File: src/rtl/run_seq_pkg.sv
// Shared state encoding and default configuration for the CPU run sequencer.
package run_seq_pkg;

  typedef enum logic [1:0] {
    IDLE       = 2'd0,
    HOLD_RESET = 2'd1,
    RUN        = 2'd2,
    DONE       = 2'd3
  } run_state_t;

  localparam int          DEF_WIDTH        = 16;
  localparam int          DEF_RESET_CYCLES = 5;
  localparam int          DEF_RUN_CYCLES   = 41;
  localparam int          DEF_TRACE_DEPTH  = 8;
  localparam bit          DEF_HALT_EN      = 1'b0;
  localparam logic [15:0] DEF_HALT_VALUE   = 16'hFFFF;

endpackage

File: src/rtl/trace_fifo.sv
// Power-of-two trace FIFO; head is presented combinationally from registered storage.
module trace_fifo #(
  parameter int WIDTH       = 16,
  parameter int TRACE_DEPTH = 8
) (
  input  logic                           clock,
  input  logic                           reset,
  input  logic                           clear,
  input  logic                           push,
  input  logic                           pop,
  input  logic [WIDTH-1:0]               wr_data,
  output logic [WIDTH-1:0]               rd_data,
  output logic                           full,
  output logic                           empty,
  output logic [$clog2(TRACE_DEPTH):0]   count
);

  localparam int AW = $clog2(TRACE_DEPTH);
  localparam int CW = AW + 1;

  logic [WIDTH-1:0] mem [TRACE_DEPTH];
  logic [AW-1:0]    wr_ptr;
  logic [AW-1:0]    rd_ptr;
  logic             do_push;
  logic             do_pop;

  // A push into a full FIFO is only accepted when a pop frees the slot in the same cycle.
  always_comb begin
    do_push = push && (!full || pop);
    do_pop  = pop && !empty;
  end

  assign full    = (count == CW'(TRACE_DEPTH));
  assign empty   = (count == '0);
  assign rd_data = mem[rd_ptr];

  always_ff @(posedge clock) begin
    if (reset || clear) begin
      wr_ptr <= '0;
      rd_ptr <= '0;
      count  <= '0;
    end else begin
      if (do_push) wr_ptr <= wr_ptr + AW'(1);
      if (do_pop)  rd_ptr <= rd_ptr + AW'(1);
      count <= count + CW'(do_push) - CW'(do_pop);
    end
  end

  always_ff @(posedge clock) begin
    if (do_push && !clear) mem[wr_ptr] <= wr_data;
  end

endmodule

File: src/rtl/cpu_run_sequencer.sv
// Drives a CPU through reset and a bounded run window while tracing changes on its output bus.
module cpu_run_sequencer
  import run_seq_pkg::*;
#(
  parameter int               WIDTH        = DEF_WIDTH,
  parameter int               RESET_CYCLES = DEF_RESET_CYCLES,
  parameter int               RUN_CYCLES   = DEF_RUN_CYCLES,
  parameter int               TRACE_DEPTH  = DEF_TRACE_DEPTH,
  parameter bit               HALT_EN      = DEF_HALT_EN,
  parameter logic [WIDTH-1:0] HALT_VALUE   = WIDTH'(DEF_HALT_VALUE)
) (
  input  logic                              clock,
  input  logic                              reset,
  input  logic                              start,
  input  logic [WIDTH-1:0]                  program_out,
  output logic                              dut_reset,
  output logic                              dut_run,
  output logic [WIDTH-1:0]                  trace_data,
  output logic                              trace_valid,
  input  logic                              trace_ready,
  output logic                              overflow,
  output logic                              halted,
  output logic                              done,
  output logic [$clog2(RUN_CYCLES+1)-1:0]   run_count
);

  localparam int RC_W    = $clog2(RUN_CYCLES + 1);
  localparam int CNT_MAX = (RESET_CYCLES > RUN_CYCLES) ? RESET_CYCLES : RUN_CYCLES;
  localparam int CNT_W   = $clog2(CNT_MAX + 1);

  run_state_t                 state;
  logic [CNT_W-1:0]           cnt;
  logic [WIDTH-1:0]           last_pushed;
  logic                       halt_hit;
  logic                       push;
  logic                       pop;
  logic                       fifo_clear;
  logic                       fifo_full;
  logic                       fifo_empty;
  logic [$clog2(TRACE_DEPTH):0] fifo_count_unused;

  // run_count is zero only on the first RUN cycle, which always pushes.
  always_comb begin
    halt_hit   = HALT_EN && (program_out == HALT_VALUE);
    push       = (state == RUN) && ((run_count == '0) || (program_out != last_pushed));
    pop        = !fifo_empty && trace_ready;
    fifo_clear = ((state == IDLE) || (state == DONE)) && start;
  end

  assign trace_valid = !fifo_empty;

  trace_fifo #(
    .WIDTH       (WIDTH),
    .TRACE_DEPTH (TRACE_DEPTH)
  ) u_trace_fifo (
    .clock   (clock),
    .reset   (reset),
    .clear   (fifo_clear),
    .push    (push),
    .pop     (pop),
    .wr_data (program_out),
    .rd_data (trace_data),
    .full    (fifo_full),
    .empty   (fifo_empty),
    .count   (fifo_count_unused)
  );

  // One down-counter times both the CPU reset hold and the run window.
  always_ff @(posedge clock) begin
    if (reset) begin
      state     <= IDLE;
      cnt       <= '0;
      dut_reset <= 1'b0;
      dut_run   <= 1'b0;
      done      <= 1'b0;
      halted    <= 1'b0;
      overflow  <= 1'b0;
      run_count <= '0;
    end else begin
      if (push && fifo_full && !pop) overflow <= 1'b1;
      case (state)
        IDLE, DONE: begin
          if (start) begin
            state     <= HOLD_RESET;
            cnt       <= CNT_W'(RESET_CYCLES - 1);
            dut_reset <= 1'b1;
            done      <= 1'b0;
            halted    <= 1'b0;
            overflow  <= 1'b0;
            run_count <= '0;
          end
        end
        HOLD_RESET: begin
          if (cnt == '0) begin
            state     <= RUN;
            cnt       <= CNT_W'(RUN_CYCLES - 1);
            dut_reset <= 1'b0;
            dut_run   <= 1'b1;
          end else begin
            cnt <= cnt - CNT_W'(1);
          end
        end
        RUN: begin
          run_count <= run_count + RC_W'(1);
          if ((cnt == '0) || halt_hit) begin
            state   <= DONE;
            dut_run <= 1'b0;
            done    <= 1'b1;
            halted  <= halt_hit;
          end else begin
            cnt <= cnt - CNT_W'(1);
          end
        end
        default: state <= IDLE;
      endcase
    end
  end

  always_ff @(posedge clock) begin
    if (push) last_pushed <= program_out;
  end

endmodule

File: config.mk
export PLATFORM = sky130hd
export DESIGN_NAME = cpu_run_sequencer
export DESIGN_NICKNAME = d
export VERILOG_FILES = /design/src/rtl/run_seq_pkg.sv /design/src/rtl/trace_fifo.sv /design/src/rtl/cpu_run_sequencer.sv
export SDC_FILE = /design/constraint.sdc
export NUM_CORES = 1
export LEC_CHECK = 0
export CAP_MARGIN = 25
export CORE_MARGIN = 5
export CORE_UTILIZATION = 35
export CTS_BUF_LIST = sky130_fd_sc_hd__clkbuf_4
export DETAILED_ROUTE_END_ITERATION = 6
export PLACE_DENSITY_LB_ADDON = 0.08
export SYNTH_ARGS = -nofsm -noshare
export SYNTH_HDL_FRONTEND = slang
export SYNTH_SLANG_ARGS = --single-unit
export TNS_END_PERCENT = 50
File: constraint.sdc
create_clock -name clock -period 3.4 [get_ports clock]
set_clock_uncertainty 0.05 [all_clocks]
set_input_delay 0.68 -clock clock [delete_from_list [all_inputs] [get_ports clock]]
set_output_delay 0.68 -clock clock [all_outputs]
set_load 0.03 [all_outputs]
==> results.sh <==
export IMPL_ys_ff_latch=175
export IMPL_cp_required_ns=2.67
export IMPL_die_w_microns=154
export IMPL_period_needed_ns=3.16
export IMPL_routedWlPerCell_microns=18.6
export IMPL_drive_above_1_share_pct=17.0
export IMPL_status="finished, final reports clean"
export IMPL_overflow=0
export IMPL_worst_r2r_cell_count=7
export IMPL_setup_worst_path_end_class="output pin"
export IMPL_ant_nets=0
export IMPL_grt_busiest_layer="met2"
export IMPL_netSwitchingPower_mw=1.71
export IMPL_worstPathArrival_ns=2.43
export IMPL_globalplace_congestion=0.769
export IMPL_p_int_mw=3.73
export IMPL_vias=3810
export IMPL_port_buffers=46
export IMPL_grt_use_met2_pct=20.5
export IMPL_clkTransAtPathRegs_ns=0.13
export IMPL_ys_flop_type="edfxtp_1"
export IMPL_numCtsBuffers=17
export IMPL_clkSinkCount=175
export IMPL_yosys_warnings=0
export IMPL_syn_inst=422
export IMPL_grt_pass1_wl_microns=23200
export IMPL_first_iter_violations=174
export IMPL_netlist_area_sq_mm=0.00724
export IMPL_layout_nets=537
export IMPL_routed_wl_microns=14600
export IMPL_hold_buffers=0
export IMPL_antenna_found_initial=1
export IMPL_p_comb_share_pct=31.2
export IMPL_drc=0
export IMPL_drv_cap=0
export IMPL_final_common_cell="edfxtp_1"
export IMPL_worstReg2RegEnd="u_trace_fifo.mem[3][2]"
export IMPL_fmax_ghz=0.316
export IMPL_power_leakage_nw=2.86
export IMPL_place_hpwl_microns=9050
export IMPL_htree_levels=4
export IMPL_maxSlewViolCount=0
export IMPL_ys_seq_area_share_pct=68.3
export IMPL_power_mw=5.44
export IMPL_startpoint_type="register"
export IMPL_final_cell_mix="edfxtp_1, dfxtp_1, clkdlybuf4s50_1"
export IMPL_grt_use_met3_pct=3.32
export IMPL_rrSetupSlack_ns=0.97
export IMPL_tightest_slew_ns=0.560
export IMPL_num_io_pins=48
export IMPL_area_delta_synth_final_pct=17.0
export IMPL_p_seq_share_pct=47.7
export IMPL_holdPathStages=2
export IMPL_use_met1_pct=17.6
export IMPL_ctsRootBufferMaster="clkbuf_4"
export IMPL_timing_final_ws_setup_ns=0.238
export IMPL_dr_pass1_iters=4
export IMPL_grt_max_degree=33
export IMPL_p_per_area_mw_per_mm2=642
export IMPL_whs_ns=0.442
export IMPL_final_cell_area_sq_mm=0.00848
export IMPL_switching_share_pct=31.5
export IMPL_placementRows=52
export IMPL_dieArea_sq_mm=0.0237
export IMPL_hold_violations=0
export IMPL_synth_edf_count=144
export IMPL_synth_fp_nets=457
export IMPL_setup_viol_count_final=0
export IMPL_clock_latency_ns=0.53
export IMPL_critPathKind="register to output pin"
export IMPL_r2r_start="last_pushed[10]"
export IMPL_period_share_pct=93.0
export IMPL_ys_types=49
export IMPL_core_sq_mm=0.0203
export IMPL_grt_pass1_vias=3972
export IMPL_die_height_microns=154
export IMPL_postCtsSetupBuffers=0
export IMPL_rsz0062_at_grt="false"
export IMPL_ir_drop_mv=0.346
export IMPL_holdPathEnd="done"
export IMPL_crit_path_max_fanout=32
export IMPL_cts_max_path_buffers=2
export IMPL_async_reset_ff_share_pct=0
export IMPL_track_usage_pct=13.0
export IMPL_setup_tns_ns=0
export IMPL_clkPwrFrac_pct=21.2
export IMPL_holdCritPathClass="register to register"
export IMPL_initial_core_util_pct=35.7
export IMPL_dp_slack_ns=0.155
export IMPL_postSynthAreaPerCell_sq_um=17.2
export IMPL_hp_start="done"
export IMPL_relSlewSlack_pct=62.7
export IMPL_cts_tree="yes"
export IMPL_via_per_inst=4.87
export IMPL_dpl_cell_area_sq_mm=0.00823
==> cells in the mapped netlist (2+ instances only) <==
| cell type | instances | area [sq um] |
|---|---|---|
| o21ai_0 | 5 | 25.0 |
| a21oi_1 | 20 | 100 |
| edfxtp_1 | 144 | 4320 |
| mux4_2 | 4 | 90.1 |
| nand3_1 | 6 | 30.0 |
| nand2b_1 | 5 | 31.3 |
| a211oi_1 | 2 | 15.0 |
| xor2_1 | 7 | 61.3 |
| buf_2 | 2 | 10.0 |
| mux2_2 | 16 | 180 |
| xnor2_1 | 17 | 149 |
| a21o_1 | 2 | 15.0 |
| and4b_1 | 2 | 20.0 |
| nand2_1 | 17 | 63.8 |
| dfxtp_1 | 31 | 621 |
| mux2i_1 | 4 | 40.0 |
| mux4_1 | 28 | 736 |
| or2_2 | 2 | 12.5 |
| ha_1 | 14 | 175 |
| nor2_1 | 28 | 105 |
| clkbuf_1 | 5 | 18.8 |
| a32oi_1 | 2 | 17.5 |
| and3_1 | 4 | 25.0 |
| and3b_1 | 2 | 17.5 |
| inv_1 | 14 | 52.6 |
| buf_6 | 5 | 56.3 |
| buf_1 | 2 | 7.51 |
| nand4_1 | 6 | 37.5 |
| and2_1 | 3 | 18.8 |
| nor3_1 | 4 | 20.0 |
==> state kept, by name, indices dropped and copies added, names as in the netlist, named ones only <==
name and count:
cnt 6, done 1, dut_reset 1, dut_run 1, last_pushed 16, overflow 1, run_count 6, state 2
u_trace_fifo.count 4, u_trace_fifo.mem 128, u_trace_fifo.rd_ptr 3, u_trace_fifo.wr_ptr 3
==> worst max path at each step <==
stage	cells after the start	to	slack (ns)	from
after floorplan	5	u_trace_fifo.mem[0][0]	0.14	program_out[13]
after global placement	8	u_trace_fifo.mem[2][6]	0.18	program_out[9]
after detailed placement	10	u_trace_fifo.count[3]	0.15	program_out[10]
after CTS	4	trace_data[3]	0.12	register
after global routing	4	trace_data[2]	0.08	register
final	4	trace_data[3]	0.24	register
==> per-stage QoR <==
step / cells / util (%)
6_report: 783 / 41.8
5_1_grt: 783 / 41.8
4_1_cts: 781 / 41.7
3_5_place_dp: 753 / 40.5
3_3_place_gp: 753 / 40.5
2_1_floorplan: 422 / -
==> final cells by class <==
cell class                 count  area (sq um)
antenna                        2          5.00
clock buffer                  19           143
clock inverter                 9           121
fill                        1879         11800
inverter                      14          52.6
multi-input combinational    217          2160
sequential                   175          4950
tap                          270           338
timing repair buffer          77           711
==> metal layers <==
metal / part of all wire, % / vias up
met2: 49 / 66
met1: 46 / 1924
met4: 0.96 / 0
met3: 3.8 / 8
li1: - / 1812
met5: 0 / -
==> power groups by stage <==
stage,clock network [mW],registers [mW],logic [mW]
2_1_floorplan,0,2.67,1.19
3_3_place_gp,0,2.64,1.76
3_5_place_dp,0,2.64,1.77
4_1_cts,1.21,2.60,1.73
5_1_grt,1.30,2.62,1.89
6_report,1.15,2.59,1.70
==> logic make-up (layout without fill, tap and decap cells) <==
family	Yosys count	in the layout	synth area share, %
flip-flops	175	175	68.3
AND/OR/NAND/NOR	86	86	6.13
multiplexers	52	52	14.4
AO/OA/AOI/OAI	39	39	3.35
buffers and inverters	30	119	2.18
XOR/XNOR	24	24	2.90
adder cells (fa/ha/maj)	15	15	2.69
other	1	3	0.0518
==> what timing repair did <==
action / in CTS / in global routing
hold endpoints to repair: 0 / 0
resized for setup: 16 / 0
setup endpoints to repair: 16 / 0
==> worst max-delay path: stages (launching register included) <==
cell and delay [ns]:
dfxtp_2 0.36, buf_12 0.25, mux4_1 0.61, mux2_2 0.30, dlygate4sd2_1 0.36
Note: power is estimated with default switching activity, not from simulation.
